## src/rtl/instr_issuer.sv

```systemverilog
// instr_issuer
//   Program-side initiator for the processor's run/done handshake. It holds a
//   small writable program store and fetches 9-bit instruction words. It
//   launches each word into the datapath with a one-cycle run pulse and
//   supplies the immediate word for mvi. It then waits for done and advances
//   the program counter.
//
//   Word format: [8:6] opcode, [5:3] Rx, [2:0] Ry.
//   Opcode 001 is mvi (two words). Opcode 111 is halt and is never issued.
//
// Ports
//   clk        rising-edge clock
//   resetn     asynchronous active-low reset
//   prog_we    program-store write enable (taken only when not busy)
//   prog_addr  program-store write address
//   prog_data  program-store write data
//   start      begin execution at address 0 (from IDLE/HALT/ERR)
//   stop       stop after the current instruction completes
//   done       processor instruction-complete strobe
//   run        one-cycle launch pulse to the processor
//   din        instruction word (ISSUE) or mvi immediate (WAIT)
//   pc         address of the current instruction
//   busy       high in FETCH/ISSUE/WAIT
//   halted     high in HALT
//   error      high in ERR (done timeout)
module instr_issuer #(
  parameter int AW      = 4,
  parameter int TIMEOUT = 64
) (
  input  logic          clk,
  input  logic          resetn,
  input  logic          prog_we,
  input  logic [AW-1:0] prog_addr,
  input  logic [8:0]    prog_data,
  input  logic          start,
  input  logic          stop,
  input  logic          done,
  output logic          run,
  output logic [8:0]    din,
  output logic [AW-1:0] pc,
  output logic          busy,
  output logic          halted,
  output logic          error
);

  localparam int         DEPTH     = 2 ** AW;
  localparam int         TW        = $clog2(TIMEOUT) + 1;
  localparam logic [2:0] OP_MVI    = 3'b001;
  localparam logic [2:0] OP_HALT   = 3'b111;
  localparam logic [8:0] HALT_WORD = 9'h1C0;

  typedef enum logic [2:0] {
    S_IDLE, S_FETCH, S_ISSUE, S_WAIT, S_HALT, S_ERR
  } state_t;

  state_t        state_q, state_d;
  logic [8:0]    mem_q [DEPTH];
  logic [8:0]    instr_q;
  logic [8:0]    imm_q;
  logic [8:0]    din_q;
  logic [AW-1:0] pc_q;
  logic [TW-1:0] timer_q;
  logic          stop_pend_q;

  logic [AW-1:0] pc_inc1;
  logic [AW-1:0] pc_inc2;
  logic [8:0]    fetch_word;
  logic [8:0]    fetch_imm;
  logic          instr_is_mvi;
  logic          timer_last;
  logic          busy_d;

  // Address arithmetic wraps naturally at AW bits. An mvi in the last word
  // therefore takes its immediate from word 0 and continues at word 1.
  assign pc_inc1      = pc_q + AW'(1);
  assign pc_inc2      = pc_q + AW'(2);
  assign fetch_word   = mem_q[pc_q];
  assign fetch_imm    = mem_q[pc_inc1];
  assign instr_is_mvi = (instr_q[8:6] == OP_MVI);
  // The timer restarts at 0 on the first WAIT cycle. Expiry is detected on
  // the cycle whose increment would reach TIMEOUT-1.
  assign timer_last   = (timer_q == TW'(TIMEOUT - 2));
  assign busy_d       = (state_d == S_FETCH) || (state_d == S_ISSUE) ||
                        (state_d == S_WAIT);

  // State register
  always_ff @(posedge clk or negedge resetn) begin
    if (!resetn) begin
      state_q <= S_IDLE;
    end else begin
      state_q <= state_d;
    end
  end

  // Next-state logic
  always_comb begin
    state_d = state_q;
    case (state_q)
      S_IDLE, S_HALT, S_ERR: begin
        if (start) state_d = S_FETCH;
      end
      S_FETCH: begin
        state_d = (fetch_word[8:6] == OP_HALT) ? S_HALT : S_ISSUE;
      end
      S_ISSUE: begin
        state_d = S_WAIT;
      end
      S_WAIT: begin
        // A done arriving on the expiry cycle still counts as completion.
        if (done) begin
          state_d = (stop_pend_q || stop) ? S_IDLE : S_FETCH;
        end else if (timer_last) begin
          state_d = S_ERR;
        end
      end
      default: state_d = S_IDLE;
    endcase
  end

  // Program store, pc, timer, stop request and din register
  always_ff @(posedge clk or negedge resetn) begin
    if (!resetn) begin
      for (int i = 0; i < DEPTH; i++) mem_q[i] <= HALT_WORD;
      pc_q        <= '0;
      timer_q     <= '0;
      stop_pend_q <= 1'b0;
      din_q       <= '0;
    end else begin
      // Writes while busy are dropped. A write in the same cycle as start
      // lands before the first fetch.
      if (prog_we && !busy) mem_q[prog_addr] <= prog_data;

      case (state_q)
        S_IDLE, S_HALT, S_ERR: begin
          if (start) pc_q <= '0;
        end
        S_FETCH: begin
          if (state_d == S_ISSUE) din_q <= fetch_word;
        end
        S_ISSUE: begin
          timer_q <= '0;
          din_q   <= instr_is_mvi ? imm_q : instr_q;
        end
        S_WAIT: begin
          timer_q <= timer_q + TW'(1);
          if (done) pc_q <= instr_is_mvi ? pc_inc2 : pc_inc1;
        end
        default: ;
      endcase

      // A pending stop is dropped whenever execution leaves the busy
      // states. A later start from HALT/ERR therefore runs freely.
      if (busy && stop) stop_pend_q <= 1'b1;
      if (!busy_d)      stop_pend_q <= 1'b0;
    end
  end

  // Instruction and immediate latches. These are pure data and need no reset.
  always_ff @(posedge clk) begin
    if (state_q == S_FETCH) begin
      instr_q <= fetch_word;
      imm_q   <= fetch_imm;
    end
  end

  // Output decode
  always_comb begin
    run    = (state_q == S_ISSUE);
    busy   = (state_q == S_FETCH) || (state_q == S_ISSUE) || (state_q == S_WAIT);
    halted = (state_q == S_HALT);
    error  = (state_q == S_ERR);
    din    = din_q;
    pc     = pc_q;
  end

endmodule

```

## config.mk

```make
export PLATFORM = sky130hd
export DESIGN_NAME = instr_issuer
export DESIGN_NICKNAME = d
export VERILOG_FILES = /design/src/rtl/instr_issuer.sv
export SDC_FILE = /design/constraint.sdc
export NUM_CORES = 1
export LEC_CHECK = 0
export CAP_MARGIN = 5
export CORE_ASPECT_RATIO = 1.25
export CORE_MARGIN = 5
export CORE_UTILIZATION = 34
export DETAILED_ROUTE_END_ITERATION = 10
export PLACE_DENSITY = 0.53
export SYNTH_ARGS = -nofsm -noshare
export SYNTH_HDL_FRONTEND = slang
export SYNTH_SLANG_ARGS = --single-unit
```

## constraint.sdc

```tcl
create_clock -name clk -period 4 [get_ports clk]
set_clock_uncertainty 0.1 [all_clocks]
set_input_delay 1.2 -clock clk [delete_from_list [all_inputs] [get_ports clk]]
set_output_delay 1.2 -clock clk [all_outputs]
set_load 0.02 [all_outputs]
```

==> metrics.csv <==
stage,metric,value,unit
status,status,"finished, final reports clean",
power_and_ir_drop,cellPowerDensity,764.2,nW/um^2
critical_path,worstReg2RegStart,pc[0],
timing,fin_crit_sh,87.25,%
logic_synthesis,synthesis.nets,675,
logic_synthesis,synthDistinctLibCells,52,
critical_path,reg2reg_depth,8,
hold_path,holdPathEnd,mem_q[122],
critical_path,critPathRequiredTime,2.70,ns
power_and_ir_drop,p_leak,4.576,nW
timing,tightest_slew,0.9957,ns
timing,max_slew_margin,33.55,%
routing,via_per_inst,5.752,
floorplanning,initial_core_util,34.26,%
global_routing,grtUsageTotal,16.62,%
clocking,numCtsBuffers,17,
critical_path,r2r_setup_slack,1.01,ns
power_and_ir_drop,ir_drop,0.2960,mV
place,dp_hpwl,17.05,mm
routing,dr.first_iter.drc_count,466,
clocking,cts_buffer_depth,2,
timing,hold_violations,0,
logic_synthesis,syn_avg_cell_area,14.88,sq um
clocking,clock_latency,0.44,ns
timing,rsz0062_at_grt,no,
logic_synthesis,synth_area,9701,sq um
hold_path,min-delay-start,mem_q[122],
logic_synthesis,synth_edf_count,18,
global_routing,grt_pass1_wl,40.04,mm
hold_path,holdPathStages,1,
critical_path,start_kind,flip-flop,
floorplanning,coreArea,28320,sq um
hold_path,hold_path.class,flip-flop to flip-flop,
floorplanning,num_rows,69,
clocking,numClockSinks,186,
finish,num_antenna_cells,0,
global_routing,grt_max_degree,83,
routing,dr_total_vias,6114,
clocking,clockRootBuffer,clkbuf_16,
logic_synthesis,ys.warnings.count,0,
clocking,cts_resized,0,
global_routing,grt-ovfl-total,0,
floorplanning,io_pins,36,
run,cap_violations,0,
finish,area_growth,14.86,%
logic_synthesis,ys_ff_latch,186,
timing,final_max_slew_viol_count,0,
logic_synthesis,async_flop_share,90.32,%
logic_synthesis,synth_cells,652,
place,post-place-ws,0.6858,ns
timing,setup_viol,0,
routing,avgRoutedWirePerCell,24.32,um
clocking,htreeDepth,4,
critical_path,cp_max_fo,17,
critical_path,r2r_end,din[0],
critical_path,cp.arrival,2.19,ns
finish,nNetsFinal,718,
clocking,cts_tree,yes,
timing,max_freq,286.5,MHz
routing,drc,0,
logic_synthesis,ys.flop_type,dfrtp_1,
floorplanning,dieArea,32030,sq um
routing,ant_nets,0,
place,gp_congestion,0.7776,
clocking,post_cts_buffers,0,
global_routing,grt_pass1_vias,6536,
place,io_buffers,35,
floorplanning,die_w,161.1,um
logic_synthesis,ys_seq_area_share,49.53,%
clocking,cts_hold_buffers,0,
critical_path,crit_path_end_kind,output port,
clocking,clkTransAtPathRegs,0.07,ns
finish,layout-drive-gt1-share,48.45,%
timing,tns,0,ns
routing,dr.pass1.iters,5,
critical_path,critPathKind,flip-flop to output port,
routing,routed_wl,25.85,mm
timing,setup_slack,0.5101,ns
timing,min_period,3.490,ns
global_routing,grt_antenna_before_repair,0,
floorplanning,die_h,198.9,um
## cell usage in the layout (no fill, tap or decap), types with 4 or more instances in the layout
master	n
mux2_2	144
dfrtp_1	118
a211oi_1	8
a22oi_1	14
clkdlybuf4s50_1	34
edfxtp_1	18
mux4_2	74
nor3b_1	4
clkbuf_16	17
nand2_1	37
o21ai_0	12
dfstp_2	48
nand2b_1	9
nor3_1	7
mux2i_1	8
nor2b_1	10
inv_1	6
a21oi_1	13
mux4_1	7
buf_4	33
nor2_1	21
## power breakdown
| part | internal (W) | total, W | switching, W |
|---|---|---|---|
| clock network | 0.000958 | 0.00175 | 0.000792 |
| registers | 0.00284 | 0.00349 | 0.000650 |
| logic | 0.00183 | 0.00328 | 0.00144 |
## metal layers
metal / global-route usage [%] / up-vias / share of wire, %
li1: - / 2605 / -
met1: 21.35 / 3293 / 41
met2: 27.52 / 178 / 50
met3: 3.876 / 38 / 5.7
met4: 6.416 / 0 / 2.9
met5: 0 / - / 0
## cell families after synthesis
group | after synthesis | share of synthesized area, %
mux | 236 | 37.01
flops | 186 | 49.53
simple gates | 109 | 5.817
compound gates | 64 | 4.334
buf+inv | 50 | 2.528
fa+ha+maj | 4 | 0.5159
xor+xnor | 3 | 0.2709
## registers in the layout, summed over array words and instances (netlist names)
signal	cells
state_q	3
mem_q	144
instr_q	9
timer_q	7
imm_q	9
stop_pend_q	1
din	9
pc	4
## synth_stat cells (3+ instances only)
cell,n,area (sq um)
mux4_1,7,183.9
nor3_2,3,30.03
ha_1,4,50.05
buf_2,7,35.03
mux2i_1,8,80.08
buf_6,6,67.56
dfrtp_1,120,3003
nand2b_1,9,56.30
nand3_1,3,15.01
nor2b_1,10,62.56
mux4_2,74,1667
inv_1,6,22.52
mux2_2,144,1622
a22oi_1,14,105.1
nor3_1,7,35.03
a211oi_1,8,60.06
a21oi_1,13,65.06
nor2_1,21,78.83
nor3b_1,5,37.54
clkbuf_1,25,93.84
nand2_1,37,138.9
buf_1,5,18.77
a22o_1,3,26.28
o21ai_0,12,60.06
edfxtp_1,18,540.5
dfstp_2,48,1261
## stage by stage
stage	total power (W)	std cells	hold slack (ns)	cell area (sq um)	util, %
after floorplan	0.005780	652	0.3760	9701	-
after global placement	0.006691	1031	0.4001	10540	37.23
after detailed placement	0.006828	1031	0.4124	10540	37.23
after CTS	0.008598	1063	0.4271	11140	39.35
after global routing	0.009000	1063	0.4474	11140	39.35
final	0.008514	1063	0.4194	11140	39.35
## worst max path at each step
stage                      end        from  cells past startpoint
finish                     run  state_q[1]                      4
global route               run  state_q[1]                      4
CTS                        run  state_q[1]                      4
detailed placement  mem_q[118]     prog_we                      5
global placement    mem_q[118]     prog_we                      5
floorplan             imm_q[0]       pc[1]                      5
## critical path: stages (launching register included)
cell	delay [ns]
dfrtp_1	0.62
nor2b_1	0.33
nand2b_1	0.13
inv_1	0.08
clkdlybuf4s50_1	0.60
## cell type report
| type | count | area [sq um] |
|---|---|---|
| fillers | 2618 | 17180 |
| well taps | 355 | 444.2 |
| clock buffers | 19 | 442.9 |
| flip-flops and latches | 186 | 4810 |
| repair buffers | 68 | 599.3 |
| multi-input cells | 416 | 4666 |
| clock inverters | 13 | 157.7 |
| inverters | 6 | 22.52 |
Power figures use the tool's default switching activity.
